## src/rtl/alu_pkg.sv

```systemverilog
// Shared definitions for the ALU arbitration controller: FSM states, width defaults
// and the opcode map presented to the external ALU.
package alu_pkg;

    localparam int unsigned DATA_W_DEF = 4;
    localparam int unsigned OP_W_DEF   = 3;

    typedef enum logic [1:0] {
        IDLE = 2'd0,
        EXEC = 2'd1,
        RESP = 2'd2
    } state_e;

    localparam logic [2:0] OP_ZERO = 3'd0;
    localparam logic [2:0] OP_ADD  = 3'd1;
    localparam logic [2:0] OP_SUB  = 3'd2;
    localparam logic [2:0] OP_AND  = 3'd3;
    localparam logic [2:0] OP_OR   = 3'd4;
    localparam logic [2:0] OP_NOTA = 3'd5;
    localparam logic [2:0] OP_NOTB = 3'd6;
    localparam logic [2:0] OP_RSVD = 3'd7;

    // 2-way round-robin pick: prio names the requester that wins a tie.
    function automatic logic rr_pick(input logic v0, input logic v1, input logic prio);
        if (v0 && v1) begin
            return prio;
        end
        return v1;
    endfunction

endpackage

```

## src/rtl/alu_rr_arb.sv

```systemverilog
// Two-way round-robin arbiter; the priority pointer only moves when the owner of the
// served operation is reported back through update/served.
module alu_rr_arb
    import alu_pkg::*;
(
    input  logic clk,
    input  logic rst_n,
    input  logic req0,
    input  logic req1,
    input  logic update,
    input  logic served,
    output logic gnt_valid,
    output logic gnt_id
);

    logic prio_q;

    // Last-served requester drops to lowest priority.
    always_ff @(posedge clk or negedge rst_n) begin
        if (!rst_n) begin
            prio_q <= 1'b0;
        end else if (update) begin
            prio_q <= ~served;
        end
    end

    assign gnt_valid = req0 | req1;
    assign gnt_id    = rr_pick(req0, req1, prio_q);

endmodule

```

## src/rtl/alu_arb_ctrl.sv

```systemverilog
// Shares one external combinational ALU between two requesters (IDLE/EXEC/RESP FSM).
// Define ALU_ARB_ZFLAG_EN to add the registered rsp_zero output.
module alu_arb_ctrl
    import alu_pkg::*;
#(
    parameter int unsigned DATA_W = DATA_W_DEF,
    parameter int unsigned OP_W   = OP_W_DEF
) (
    input  logic              clk,
    input  logic              rst_n,

    input  logic              req0_valid,
    output logic              req0_ready,
    input  logic [DATA_W-1:0] req0_a,
    input  logic [DATA_W-1:0] req0_b,
    input  logic [OP_W-1:0]   req0_op,

    input  logic              req1_valid,
    output logic              req1_ready,
    input  logic [DATA_W-1:0] req1_a,
    input  logic [DATA_W-1:0] req1_b,
    input  logic [OP_W-1:0]   req1_op,

    output logic              rsp_valid,
    input  logic              rsp_ready,
    output logic              rsp_id,
    output logic [DATA_W-1:0] rsp_data,
`ifdef ALU_ARB_ZFLAG_EN
    output logic              rsp_zero,
`endif

    output logic [DATA_W-1:0] alu_a,
    output logic [DATA_W-1:0] alu_b,
    output logic [OP_W-1:0]   alu_op,
    input  logic [DATA_W-1:0] alu_result
);

    state_e            state_q, state_d;
    logic              gnt_valid, gnt_id;
    logic              accept, rsp_done;
    logic [DATA_W-1:0] a_q, b_q, data_q;
    logic [OP_W-1:0]   op_q;
    logic              id_q;

    alu_rr_arb u_arb (
        .clk       (clk),
        .rst_n     (rst_n),
        .req0      (req0_valid),
        .req1      (req1_valid),
        .update    (rsp_done),
        .served    (id_q),
        .gnt_valid (gnt_valid),
        .gnt_id    (gnt_id)
    );

    // rst_n gates the grant so readies stay low while reset is held.
    assign accept   = (state_q == IDLE) && gnt_valid && rst_n;
    assign rsp_done = (state_q == RESP) && rsp_ready;

    always_comb begin
        state_d = state_q;
        case (state_q)
            IDLE:    if (accept) state_d = EXEC;
            EXEC:    state_d = RESP;
            RESP:    if (rsp_ready) state_d = IDLE;
            default: state_d = IDLE;
        endcase
    end

    always_ff @(posedge clk or negedge rst_n) begin
        if (!rst_n) begin
            state_q <= IDLE;
        end else begin
            state_q <= state_d;
        end
    end

    // Operand registers double as the ALU drive, so the ALU inputs only move on a grant.
    always_ff @(posedge clk or negedge rst_n) begin
        if (!rst_n) begin
            a_q  <= '0;
            b_q  <= '0;
            op_q <= '0;
            id_q <= 1'b0;
        end else if (accept) begin
            a_q  <= gnt_id ? req1_a  : req0_a;
            b_q  <= gnt_id ? req1_b  : req0_b;
            op_q <= gnt_id ? req1_op : req0_op;
            id_q <= gnt_id;
        end
    end

    always_ff @(posedge clk or negedge rst_n) begin
        if (!rst_n) begin
            data_q <= '0;
        end else if (state_q == EXEC) begin
            data_q <= alu_result;
        end
    end

`ifdef ALU_ARB_ZFLAG_EN
    logic zero_q;

    always_ff @(posedge clk or negedge rst_n) begin
        if (!rst_n) begin
            zero_q <= 1'b0;
        end else if (state_q == EXEC) begin
            zero_q <= (alu_result == '0);
        end
    end

    assign rsp_zero = zero_q;
`endif

    assign req0_ready = accept && !gnt_id;
    assign req1_ready = accept &&  gnt_id;

    assign rsp_valid = (state_q == RESP);
    assign rsp_id    = id_q;
    assign rsp_data  = data_q;

    assign alu_a  = a_q;
    assign alu_b  = b_q;
    assign alu_op = op_q;

endmodule

```

## config.mk

```make
export PLATFORM = sky130hd
export DESIGN_NAME = alu_arb_ctrl
export DESIGN_NICKNAME = d
export VERILOG_FILES = /design/src/rtl/alu_pkg.sv /design/src/rtl/alu_rr_arb.sv /design/src/rtl/alu_arb_ctrl.sv
export SDC_FILE = /design/constraint.sdc
export NUM_CORES = 1
export LEC_CHECK = 0
export ABC_AREA = 1
export CAP_MARGIN = 20
export CORE_ASPECT_RATIO = 1.25
export CORE_MARGIN = 4
export CORE_UTILIZATION = 41
export CTS_CLUSTER_DIAMETER = 150
export DETAILED_ROUTE_END_ITERATION = 10
export GPL_TIMING_DRIVEN = 0
export PLACE_DENSITY = 0.88
export SLEW_MARGIN = 20
export SYNTH_ARGS = -nofsm -noshare
export SYNTH_HDL_FRONTEND = slang
export SYNTH_SLANG_ARGS = --single-unit
```

## constraint.sdc

```tcl
create_clock -name clk -period 2.08 [get_ports clk]
set_clock_uncertainty 0.15 [all_clocks]
set_input_delay 0.208 -clock clk [delete_from_list [all_inputs] [get_ports clk]]
set_output_delay 0.208 -clock clk [all_outputs]
set_load 0.05 [all_outputs]
```

==> impl_summary.log <==
[metrics] portion of synthesized cell area occupied by the leading cell type: 50.1%
[metrics] unrepaired setup endpoints after global routing: false
[metrics] core box area: 2210 um2
[metrics] utilization of the core after routing: 68.5%
[metrics] gate family responsible for the most delay along the worst path: buffers and inverters
[metrics] number of DRC violations after detailed routing: 0
[metrics] global-route usage over all layers: 17.6%
[metrics] highest ir drop seen on vdd: 0.934 mV
[metrics] final period utilization: 93.8%
[metrics] # nets final: 211
[metrics] total grt overflow: 0
[metrics] Cell Chain, Critical Path: nor2_1 > nand2_2 > nor2_8 > inv_4 > buf_6 > nor2_2 > buf_2
[metrics] post-route antenna net violation count: 0
[metrics] number of buffers created by CTS: 3
[metrics] PD cells: 1350 nW/um2
[metrics] number of maximum-capacitance constraint violations: 0
[metrics] leakage component of the power: 0.784 nW
[metrics] count of final hold-check violations: 0
[metrics] number of vias per cell: 4.53
[metrics] type of the worst min-delay path: primary input to flop
[metrics] placed wire-length estimate: 1.94 mm
[metrics] global-route wire length before repair: 4.15 mm
[metrics] maximum clock frequency: 0.513 GHz
[metrics] Worst Hold Endpoint: rsp_id$_DFFE_PN0P_
[metrics] master of the slowest instance on the critical path: dfrtp_1
[metrics] final antenna diode count: 0
[metrics] routed vias: 951
[metrics] count of final setup violators: 0
[metrics] Cells on Worst Hold Path: 5
[metrics] status: finished, final reports clean
[metrics] CTS H-tree lvls: 1
[metrics] area added between synthesis and finish: 59.6%
[metrics] kind of critical path: flop to output port
[metrics] internal reg-to-reg setup slack: 760 ps
[metrics] measured slew at the worst slew-check pin: 830 ps
[metrics] R2R cell count: 7
[metrics] total die area: 3150 um2
[metrics] biggest area consumer among synthesized cells: dfrtp_1
[metrics] leading cell types in the layout, fill and taps excluded: 66 x nand2_1, 45 x clkdlybuf4s50_1, 19 x dfrtp_1, 11 x nand3_1, 9 x inv_1
[metrics] R2R Path End: alu_op[0]$_DFFE_PN0P_
[metrics] Top Ports: 50
[metrics] CTS tree: yes
[metrics] synthesis-stage register bit count: 19
[metrics] via count of the first global-routing pass: 986
[metrics] synthesized net count: 156
[metrics] worst skew pair latency: 300 ps
[metrics] first-pass iteration count of the detailed router: 6
[metrics] startpoint of the worst-slack reg-to-reg timing path: state_q[1]$_DFFE_PN0P_
[metrics] CP Buf/Inv Count: 3
[metrics] root buffer cell: clkbuf_4
[metrics] largest buffer count on any clock path: 2
[metrics] highest cell delay on the worst timing path: 420 ps
[metrics] crit path launch type: flop
[metrics] Worst-path clk slew: 100 ps
[metrics] total count of max-transition violations in the final report: 0
[metrics] crit path capture type: output port
[metrics] pin count of the biggest net entering global routing: 20
[metrics] sequential fraction of the synthesis area: 50.1%
[metrics] DRC violation total after the first TritonRoute iteration: 24
[metrics] Avg WL per Cell: 12.0 um
[metrics] Syn. warnings: 0
[metrics] max-slew headroom at the worst pin: 44.5%
[metrics] DIE WIDTH: 51.0 um
[metrics] non-filler instance count after layout: 210
[metrics] post-synthesis instance area: 948 um2
[metrics] minimum clock period after layout: 1950 ps
[metrics] number of buffers inserted by port buffering: 49
[metrics] Worst Path Arrival: 1590 ps
[metrics] final wirelength: 2.53 mm
[metrics] number of clock sinks: 19
[metrics] highest net fanout along the worst path: 10
[metrics] number of instances in the placed design: 205
[metrics] synth unique cells: 15
[metrics] number of antenna violations at the first check in global routing: 0
[metrics] gate count of the mapped netlist: 125
[metrics] die outline height: 61.8 um
[metrics] number of placement rows: 19
[metrics] effective utilization at floorplan: 42.9%
[metrics] Final GP Congestion: 0.741
[metrics] commonest non-fill, non-tap cell in the layout: nand2_1
[metrics] per-instance average area after synthesis: 7.59 um2
[metrics] Area contributors post-synth: dfrtp_1 50%, nand2_1 26%, nand3_1 5.8%, inv_1 3.6%, buf_6 2.4%
[metrics] Hold Path Origin: rst_n
[metrics] WP data required: 1720 ps
[metrics] layout cell share with drive strength beyond 1: 10.1%
final cells by class:
type | instances | area (um2)
inverter | 10 | 40.0
tap | 31 | 38.8
fill | 183 | 697
clock buffer | 4 | 26.3
buffer | 6 | 45.0
timing repair buffer | 50 | 500
multi-input combinational | 90 | 388
sequential | 19 | 475
state kept, by name, indices dropped and copies added (netlist names):
| register | cells |
|---|---|
| u_arb.prio_q | 1 |
| alu_op | 3 |
| alu_b | 4 |
| rsp_id | 1 |
| alu_a | 4 |
| state_q | 2 |
| rsp_data | 4 |
routing by layer:
| metal | share of wire, % | track usage (%) | up-vias |
|---|---|---|---|
| li1 | - | - | 488 |
| met1 | 38 | 18.4 | 424 |
| met2 | 54 | 33.9 | 37 |
| met3 | 6.0 | 2.63 | 2 |
| met4 | 1.2 | 9.62 | 0 |
| met5 | 0 | 0 | - |
cells by family after synthesis:
| group | count (synthesis) | share of synthesized area [%] |
|---|---|---|
| flops | 19 | 50.1 |
| compound gates | 6 | 3.17 |
| buf+inv | 16 | 8.97 |
| simple gates | 84 | 37.7 |
synth_stat cells:
cell and number:
inv_1 9, nand2_1 66, dfrtp_1 19, buf_4 1, nand3_1 11, buf_6 2, or2_0 1, o21ai_1 4
nand2_2 1, nor2_2 3, nor2_8 1, buf_2 3, o21ai_0 2, inv_4 1, nor2_1 1
worst reg2reg max path, cell delays in order, from the launching register on:
cell and delay, ps:
dfrtp_1 420, nor2_1 120, nand2_2 110, nor2_8 130, inv_4 50, buf_6 140, nand2_1 60, nand2_1 50
report_power, final:
group | internal [mW] | total (mW) | switching, mW
combinational | 0.420 | 1.24 | 0.817
clock | 0.0750 | 0.192 | 0.117
sequential | 0.526 | 0.613 | 0.0864
total | 1.02 | 2.04 | 1.02
timing repair:
item,in CTS,in global routing
endpoints found under the setup margin,2,1
hold buffers,1,0
resized for setup,11,1
endpoints found under the hold margin,19,0
gates cloned,0,0
setup buffers,0,0
worst max path at each step:
| stage | end | startpoint | cells after the start |
|---|---|---|---|
| 6_report | req0_ready | state_q[1]$_DFFE_PN0P_ | 7 |
| 5_1_grt | req0_ready | state_q[1]$_DFFE_PN0P_ | 7 |
| 4_1_cts | rsp_valid | state_q[0]$_DFFE_PN0P_ | 4 |
| 3_5_place_dp | req0_ready | rst_n | 7 |
| 3_3_place_gp | req0_ready | rst_n | 7 |
| 2_1_floorplan | req0_ready | state_q[0]$_DFFE_PN0P_ | 6 |
stage by stage:
step	power (mW)	hold slack, ps	cell area (um2)	setup slack, ps	TNS, ps
finish	2.04	261	1510	130	0
global route	2.17	286	1510	18.7	0
CTS	2.07	247	1510	25.1	0
detailed placement	1.87	315	1480	-1050	-3860
global placement	1.84	314	1480	-1020	-3330
floorplan	1.42	-238	948	437	0
(Power assumes the default switching activity.)
